### config.mk
export PLATFORM = sky130hd
export DESIGN_NAME = rvh_l1d_amo_ctrl
export DESIGN_NICKNAME = d
export VERILOG_FILES = /design/src/rtl/rvh_l1d_amo_ctrl.sv
export SDC_FILE = /design/constraint.sdc
export NUM_CORES = 1
export LEC_CHECK = 0
export BUFFER_PORTS_ARGS = -buffer_cell sky130_fd_sc_hd__buf_2
export CAP_MARGIN = 20
export CORE_AREA = 2 2 245 247
export DETAILED_ROUTE_END_ITERATION = 6
export DIE_AREA = 0 0 247 249
export GPL_TIMING_DRIVEN = 0
export SLEW_MARGIN = 40
export SYNTH_ARGS = -nofsm -noshare
export SYNTH_HDL_FRONTEND = slang
export SYNTH_SLANG_ARGS = --single-unit
### constraint.sdc
create_clock -name clk -period 5.35 [get_ports clk]
set_clock_uncertainty 0.2 [all_clocks]
set_input_delay 0.2675 -clock clk [delete_from_list [all_inputs] [get_ports clk]]
set_output_delay 0.2675 -clock clk [all_outputs]
set_load 0.1 [all_outputs]
### src/rtl/rvh_l1d_amo_ctrl.sv
// +----------------------------------------------------------------------------+
// | rvh_l1d_amo_ctrl : L1D AMO sequencer (read bank word, ALU op, write back)  |
// | Revision 1.0                                                               |
// +----------------------------------------------------------------------------+
`default_nettype none

package uop_encoding_pkg;
  localparam int ALU_OP_WIDTH = 4;
  localparam logic [ALU_OP_WIDTH-1:0] ALU_ADD  = 4'd0;
  localparam logic [ALU_OP_WIDTH-1:0] ALU_SLT  = 4'd3;
  localparam logic [ALU_OP_WIDTH-1:0] ALU_SLTU = 4'd4;
  localparam logic [ALU_OP_WIDTH-1:0] ALU_XOR  = 4'd5;
  localparam logic [ALU_OP_WIDTH-1:0] ALU_OR   = 4'd8;
  localparam logic [ALU_OP_WIDTH-1:0] ALU_AND  = 4'd9;
endpackage

module rvh_l1d_amo_ctrl
  import uop_encoding_pkg::*;
#(
  parameter int XLEN   = 64,
  parameter int BANK_W = 128,
  parameter int ID_W   = 4,
  localparam int OFF_W = $clog2(BANK_W/8)
) (
  input  logic                    clk,
  input  logic                    rstn,
  input  logic                    req_valid_i,
  output logic                    req_ready_o,
  input  logic [3:0]              req_op_i,
  input  logic                    req_w_i,
  input  logic [OFF_W-1:0]        req_off_i,
  input  logic [XLEN-1:0]         req_rs2_i,
  input  logic [ID_W-1:0]         req_id_i,
  output logic                    rd_valid_o,
  input  logic                    rd_ready_i,
  input  logic                    rd_data_valid_i,
  input  logic [BANK_W-1:0]       rd_data_i,
  output logic [ALU_OP_WIDTH-1:0] alu_opcode_o,
  output logic                    alu_op_w_o,
  output logic [XLEN-1:0]         alu_operand0_o,
  output logic [XLEN-1:0]         alu_operand1_o,
  input  logic [XLEN-1:0]         alu_result_i,
  output logic                    wr_valid_o,
  input  logic                    wr_ready_i,
  output logic [BANK_W-1:0]       wr_data_o,
  output logic [BANK_W/8-1:0]     wr_be_o,
  output logic                    resp_valid_o,
  input  logic                    resp_ready_i,
  output logic [ID_W-1:0]         resp_id_o,
  output logic [XLEN-1:0]         resp_data_o,
  output logic                    resp_err_o,
  output logic                    busy_o
);

  localparam int BE_W = BANK_W/8;

  localparam logic [2:0] S_IDLE    = 3'd0;
  localparam logic [2:0] S_RD_REQ  = 3'd1;
  localparam logic [2:0] S_RD_WAIT = 3'd2;
  localparam logic [2:0] S_EXEC    = 3'd3;
  localparam logic [2:0] S_WR      = 3'd4;
  localparam logic [2:0] S_RESP    = 3'd5;

  localparam logic [3:0] OP_SWAP = 4'd0;
  localparam logic [3:0] OP_ADD  = 4'd1;
  localparam logic [3:0] OP_XOR  = 4'd2;
  localparam logic [3:0] OP_AND  = 4'd3;
  localparam logic [3:0] OP_OR   = 4'd4;
  localparam logic [3:0] OP_MIN  = 4'd5;
  localparam logic [3:0] OP_MAX  = 4'd6;
  localparam logic [3:0] OP_MINU = 4'd7;
  localparam logic [3:0] OP_MAXU = 4'd8;

  logic [2:0]       state_q, state_d;
  logic [3:0]       op_q, op_d;
  logic             w_q, w_d;
  logic [OFF_W-1:0] off_q, off_d;
  logic [XLEN-1:0]  rs2x_q, rs2x_d;
  logic [ID_W-1:0]  id_q, id_d;
  logic             err_q, err_d;
  logic [XLEN-1:0]  old_q, old_d;
  logic [XLEN-1:0]  new_q, new_d;

  logic             req_misalign;
  logic [XLEN-1:0]  req_rs2x;
  logic [31:0]      rd_word32;
  logic [XLEN-1:0]  rd_word64;
  logic [XLEN-1:0]  exec_new;
  logic             exec_lt;
  logic [XLEN-1:0]  wr_lane;
  logic [BE_W-1:0]  be_base;

  assign req_misalign = req_w_i ? (req_off_i[1:0] != 2'b00) : (req_off_i[2:0] != 3'b000);
  assign req_rs2x     = req_w_i ? {{(XLEN-32){req_rs2_i[31]}}, req_rs2_i[31:0]} : req_rs2_i;

  // Indices built from the aligned offset bits so the selects never leave the bank word.
  assign rd_word32 = rd_data_i[{off_q[OFF_W-1:2], 5'b00000} +: 32];
  assign rd_word64 = rd_data_i[{off_q[OFF_W-1:3], 6'b000000} +: XLEN];

  always_comb begin
    alu_opcode_o   = ALU_ADD;
    alu_op_w_o     = 1'b0;
    alu_operand0_o = '0;
    alu_operand1_o = '0;
    if (state_q == S_EXEC) begin
      alu_operand0_o = old_q;
      alu_operand1_o = rs2x_q;
      case (op_q)
        OP_ADD: begin
          alu_opcode_o = ALU_ADD;
          alu_op_w_o   = w_q;
        end
        OP_XOR:           alu_opcode_o = ALU_XOR;
        OP_AND:           alu_opcode_o = ALU_AND;
        OP_OR:            alu_opcode_o = ALU_OR;
        OP_MIN, OP_MAX:   alu_opcode_o = ALU_SLT;
        OP_MINU, OP_MAXU: alu_opcode_o = ALU_SLTU;
        default:          alu_opcode_o = ALU_ADD;
      endcase
    end
  end

  assign exec_lt = alu_result_i[0];

  always_comb begin
    exec_new = rs2x_q;
    case (op_q)
      OP_ADD, OP_XOR, OP_AND, OP_OR: exec_new = alu_result_i;
      OP_MIN, OP_MINU:               exec_new = exec_lt ? old_q : rs2x_q;
      OP_MAX, OP_MAXU:               exec_new = exec_lt ? rs2x_q : old_q;
      default:                       exec_new = rs2x_q;
    endcase
  end

  always_comb begin
    state_d = state_q;
    op_d    = op_q;
    w_d     = w_q;
    off_d   = off_q;
    rs2x_d  = rs2x_q;
    id_d    = id_q;
    err_d   = err_q;
    old_d   = old_q;
    new_d   = new_q;
    case (state_q)
      S_IDLE: begin
        if (req_valid_i) begin
          op_d    = (req_op_i > OP_MAXU) ? OP_SWAP : req_op_i;
          w_d     = req_w_i;
          off_d   = req_off_i;
          rs2x_d  = req_rs2x;
          id_d    = req_id_i;
          err_d   = req_misalign;
          state_d = req_misalign ? S_RESP : S_RD_REQ;
        end
      end
      S_RD_REQ:  if (rd_ready_i) state_d = S_RD_WAIT;
      S_RD_WAIT: begin
        if (rd_data_valid_i) begin
          old_d   = w_q ? {{(XLEN-32){rd_word32[31]}}, rd_word32} : rd_word64;
          state_d = S_EXEC;
        end
      end
      S_EXEC: begin
        new_d   = exec_new;
        state_d = S_WR;
      end
      S_WR:    if (wr_ready_i) state_d = S_RESP;
      S_RESP:  if (resp_ready_i) state_d = S_IDLE;
      default: state_d = S_IDLE;
    endcase
  end

  always_ff @(posedge clk) begin
    if (!rstn) begin
      state_q <= S_IDLE;
      op_q    <= '0;
      w_q     <= 1'b0;
      off_q   <= '0;
      rs2x_q  <= '0;
      id_q    <= '0;
      err_q   <= 1'b0;
      old_q   <= '0;
      new_q   <= '0;
    end else begin
      state_q <= state_d;
      op_q    <= op_d;
      w_q     <= w_d;
      off_q   <= off_d;
      rs2x_q  <= rs2x_d;
      id_q    <= id_d;
      err_q   <= err_d;
      old_q   <= old_d;
      new_q   <= new_d;
    end
  end

  assign wr_lane = w_q ? {{(XLEN-32){1'b0}}, new_q[31:0]} : new_q;
  assign be_base = w_q ? BE_W'(8'h0F) : BE_W'(8'hFF);

  assign req_ready_o  = (state_q == S_IDLE);
  assign rd_valid_o   = (state_q == S_RD_REQ);
  assign wr_valid_o   = (state_q == S_WR);
  assign wr_data_o    = (state_q == S_WR) ? ({{(BANK_W-XLEN){1'b0}}, wr_lane} << {off_q, 3'b000}) : '0;
  assign wr_be_o      = (state_q == S_WR) ? (be_base << off_q) : '0;
  assign resp_valid_o = (state_q == S_RESP);
  assign resp_id_o    = (state_q == S_RESP) ? id_q : '0;
  assign resp_data_o  = (state_q == S_RESP && !err_q) ? old_q : '0;
  assign resp_err_o   = (state_q == S_RESP) && err_q;
  assign busy_o       = (state_q != S_IDLE);

endmodule

`default_nettype wire

# Word-level counts from Yosys, hierarchy flattened

Index checks and enable logic that the tools add are counted.

Add/sub/neg operators: 0
Multipliers: 0
Divide/modulo/power cells: 0
Magnitude comparators: 1
Equality and inequality tests: 18
Shift operators: 4
Multiplexer cells: 26
Bitwise operators: 0
Reductions and logical operators: 15

Operator list:

| operator                                            | count |
|---|---|
| two-way mux 64 bit                                  | 8 |
| one-hot mux 64 bit (3 select lines)                 | 1 |
| two-way mux 128 bit                                 | 1 |
| variable part select 128 x 8 -> 32 bit              | 1 |
| variable part select 128 x 8 -> 64 bit              | 1 |
| << shifter 64 x 7 -> 128 bit                        | 1 |
| one-hot mux 4 bit (5 select lines)                  | 1 |
| two-way mux 3 bit                                   | 6 |
| one-hot mux 3 bit (6 select lines)                  | 1 |
| equality test 4 x 3 -> 1 bit, second input constant | 4 |
| two-way mux 16 bit                                  | 1 |
| << shifter 8 x 4 -> 16 bit                          | 1 |
| two-way mux 4 bit                                   | 3 |
| equality test 4 x 2 -> 1 bit, second input constant | 2 |
| two-way mux 8 bit                                   | 1 |
| OR reduction 2 bit                                  | 4 |
| equality test 3 x 2 -> 1 bit, second input constant | 2 |
| equality test 3 bit, second input constant          | 2 |
| != test 2 x 1 -> 1 bit, second input constant       | 3 |
| nonzero test 3 bit                                  | 2 |
| AND reduction 5 bit                                 | 1 |
| equality test 4 x 1 -> 1 bit, second input constant | 1 |
| equality test 4 bit, second input constant          | 1 |
| > comparator 4 bit, second input constant           | 1 |
| 9 further kinds                                     | 14 |

Flip-flop bits (word level): 209
Bits in latches: 0
RAM bits: 0
ROM bits: 0
Input port bits: 276
Output and inout port bits: 351
Word-level logic and storage cells: 73
Memories: 0

# Logic depth before layout (Yosys ltp)

Depth after elaboration: 5
Gate-level depth with buffers: 8
Mapped depth without buffers: 6

# Worst setup path after synthesis

Ideal clock, no wire load.

Path kind: register to output
Start: register state_q[2]
End: output port wr_data_o[112]
Arrival time: 3,840 ps
Data required time: 4,883 ps
Path slack: 1,042 ps
Stages on the path, launching flop included: 7
Buffers on the path: 2
Cells stage by stage: dfxtp_1 > or3b_1 > buf_2 > inv_2 > nand2_1 > clkbuf_1 > o21ai_0

Longest elaborated chain between the ends: 2

Ends and longest elaborated chain:

| element                  | RTL line | text |
|---|---|---|
| start: declaration       | 74       | `logic [2:0] state_q, state_d;` |
| start signal: assignment | 186      | `state_q <= state_d;` |
| equality test 3 bit      | --       |  |
| named net wr_valid_o     | 43       | `output logic wr_valid_o,` |
| two-way mux 128 bit      | 204      | `assign wr_data_o = (state_q == S_WR) ? ({{(BANK_W-XLEN){1'b0}}, wr_lane} << {off_q, 3'b000}) : '0;` |
| end: declaration         | 45       | `output logic [BANK_W-1:0] wr_data_o,` |

The timed path passes the listed nets, and every way through them passes these cells.

# Worst setup path after layout

Start: register off_q[3]
End: output port wr_data_o[69]

Longest elaborated chain between the ends: 2

Ends and longest elaborated chain:

| element                      | RTL line | text |
|---|---|---|
| start: declaration           | 77       | `logic [OFF_W-1:0] off_q, off_d;` |
| start signal: assignment     | 179      | `off_q <= '0;` |
| start signal: assignment     | 189      | `off_q <= off_d;` |
| << shifter 64 x 7 -> 128 bit | 204      |  |
| two-way mux 128 bit          | 204      |  |

No other way between the ends.

==> results by group <==
Run status
  • Run status: complete, no violations

Setup path
  • Slowest CP cell: nor2_1
  • Endpoint class of the critical path: primary output
  • Setup crit start kind: flip-flop
  • CP cell instances: buf_2, clkbuf_2, nand2_1, nor2_1, nand2_1, o21ai_0, buf_2
  • Worst EP arrival: 3.96 ns
  • Largest delay share family, worst path: buffers and inverters
  • CP Data Required Time: 4.88 ns
  • Max FO, Critical Path: 10
  • Crit Path Category: flip-flop to primary output
  • CP max stage delay: 0.76 ns
  • Buf/Inv on CP: 3

STA
  • Achievable Freq: 225.6 MHz
  • Worst-margin pin slew: 1.003 ns
  • Headroom to the max-slew limit: 32.55%
  • RSZ-0062 raised after global routing: no
  • WHS: 0.01089 ns
  • Period utilization: 82.84%
  • Setup TNS: 0 ns
  • Clock period minus worst slack: 4.432 ns
  • Final slew viol count: 0
  • Final setup fails: 0
  • Endpoints failing hold: 0

Clock network
  • Sink Count: 209
  • CTS tree: done
  • Root Driver: clkbuf_16
  • Clock slew at reported path FFs: 0.06 ns
  • Post-CTS Setup Bufs: 0
  • CTS Buf Count: 23
  • Worst skew pair latency: 0.57 ns
  • CTS H-tree depth: 1
  • Clock Path Buffers: 3

Job
  • Max_cap viols: 0

Route
  • DR WL/cell: 26.31 µm
  • Via Count: 21610
  • Vias/cell: 5.436
  • ANT nets after route: 0
  • Detailed Route WL: 104600 µm
  • DR pass1 iterations: 5
  • DRC errors left: 0
  • Starting DRT DRC Count: 1799

Logic synthesis
  • #FFs+latches synth: 209
  • Top cell type's share of synthesized area: 24.48%
  • Post-synth EDFFs: 0
  • Cell taking the most area after synthesis: dfxtp_1
  • Post-synth ARST share: 0%
  • Ranking of synthesized cells by area: dfxtp_1, and2_1, nand2_1, o21ai_0, mux2i_1
  • Post-Synthesis Cells: 2379
  • Post-synthesis cell type count: 58
  • Yosys Warn Count: 0
  • Post-synthesis cell area: 17090 µm²
  • Syn avg cell area: 7.184 µm²
  • Synth Flop Type: dfxtp_1
  • Synth Net Count: 2655
  • Seq/Total Area, Yosys: 24.48%

GRT
  • Vias in the first global route: 20920
  • Grt ovf: 0
  • GRT Util Overall: 32.73%
  • First-pass GRT wire length: 146800 µm
  • Antenna violations before repair: 19
  • Largest net degree at the start of global routing: 13

Place
  • Input/output buffers: 625
  • # placed instances: 3777
  • Cell area after placement: 21210 µm²
  • DP HPWL: 84940 µm
  • GPL Wtd Cong: 1.034

Cells and area
  • Most common cell after layout, fill and taps aside: buf_2
  • Nets: 3453
  • Post-route design area: 23440 µm²
  • Non-filler instance count after layout: 3975
  • Most frequent cells in the layout: buf_2, nand2_1, o21ai_0, and2_1, dfxtp_1
  • P&R area growth vs syn: 37.14%
  • Share of cells above drive strength 1: 25.37%

Floorplanning
  • Standard-cell rows: 89
  • Core area: 58690 µm²
  • Height of the die: 249 µm
  • Die X-Extent: 247 µm
  • Initial core utilization: 29.12%
  • Io pins: 627
  • Die area: 61500 µm²

Power and ir drop
  • Total power: 4.848 mW
  • Static Leak: 10.24 nW
  • VDD IR max: 0.2017 mV
  • Power density over the cells: 206.8 nW/µm²

Hold path
  • Hold/Removal Path Class: primary input to flip-flop
## flip-flops by register name (all words and copies together) (netlist names)
name / flops
old_q: 64
id_q: 4
op_q: 4
w_q: 1
state_q: 3
off_q: 4
err_q: 1
rs2x_q: 64
new_q: 64
## through the flow
stage                     util (%)  setup WS (ns)
after floorplan                  -          1.042
after global placement       36.10          1.255
after global routing         39.93         0.9659
final                        39.94         0.9183
after detailed placement     36.14          1.259
after CTS                    39.87         0.6687
## where the power goes
| group | switching, mW | internal, mW | total (mW) |
|---|---|---|---|
| clock network | 0.717 | 0.880 | 1.60 |
| registers | 0.111 | 1.64 | 1.75 |
| logic | 0.993 | 0.504 | 1.50 |
| total | 1.82 | 3.03 | 4.85 |
## synth_stat cells, types with 9 or more instances
| cell | count |
|---|---|
| and3_1 | 17 |
| dfxtp_1 | 209 |
| and2_1 | 222 |
| a21oi_1 | 105 |
| a22oi_1 | 11 |
| o21a_1 | 77 |
| maj3_1 | 62 |
| buf_1 | 12 |
| o21ai_1 | 13 |
| clkbuf_1 | 159 |
| o211ai_1 | 46 |
| nor3_1 | 79 |
| a21boi_0 | 136 |
| buf_2 | 56 |
| o21bai_1 | 9 |
| o211a_1 | 49 |
| nand2_1 | 315 |
| nor2_1 | 204 |
| o21ai_0 | 235 |
| buf_4 | 13 |
| mux2_2 | 54 |
| nor2b_1 | 19 |
| nor3b_1 | 14 |
| mux2i_1 | 110 |
| a211oi_1 | 71 |
| o22a_1 | 11 |
## worst paths after layout
| kind | from | endpoint | slack, ns | depth (start not counted) |
|---|---|---|---|---|
| hold reg to reg | id_q[2] | id_q[2] | 0.27 | 2 |
| setup reg to reg | w_q | old_q[31] | 2.14 | 6 |
| setup / recovery | off_q[3] | wr_data_o[69] | 0.92 | 7 |
| hold / removal | rd_data_i[36] | old_q[36] | 0.01 | 4 |
## worst reg2reg max path, cell delays in order, from the launching register on
cell and delay, ns:
dfxtp_1 0.50, clkbuf_1 0.47, clkbuf_2 0.49, clkbuf_1 0.66
a211oi_1 0.08, dlygate4sd3_1 0.59, o21ai_0 0.13
## layer usage
layer	part of all wire (%)	wire (µm)	global-route usage, %	vias up
met5	0.059	62	0	-
met4	5.6	5890	15.83	10
met3	8.1	8460	5.020	270
met2	47	48790	55.02	1169
met1	40	41380	40.50	10210
li1	-	-	-	9954
## timing repair
item                                   in CTS  in global routing
hold buffers                              148                  0
resized for setup                           0                  0
setup endpoints to repair                   0                  0
endpoints found under the hold margin     120                  0
## final cells by class
class	instances	area (µm²)
timing repair buffer	773	4609
multi-input combinational	1918	11860
tap	773	967.2
clock inverter	6	75.07
clock buffer	31	635.6
inverter	12	45.04
fill	6357	35250
antenna	13	32.53
sequential	209	4184
buffer	240	1030
## kinds of logic after synthesis
family / after synthesis / synth area share [%]
AND/OR/NAND/NOR: 910 / 25.56
multiplexers: 165 / 10.13
buffers and inverters: 252 / 6.230
XOR/XNOR: 5 / 0.2562
flip-flops: 209 / 24.48
adder cells (fa/ha/maj): 62 / 3.631
AO/OA/AOI/OAI: 776 / 29.71
(Power assumes the default switching activity.)
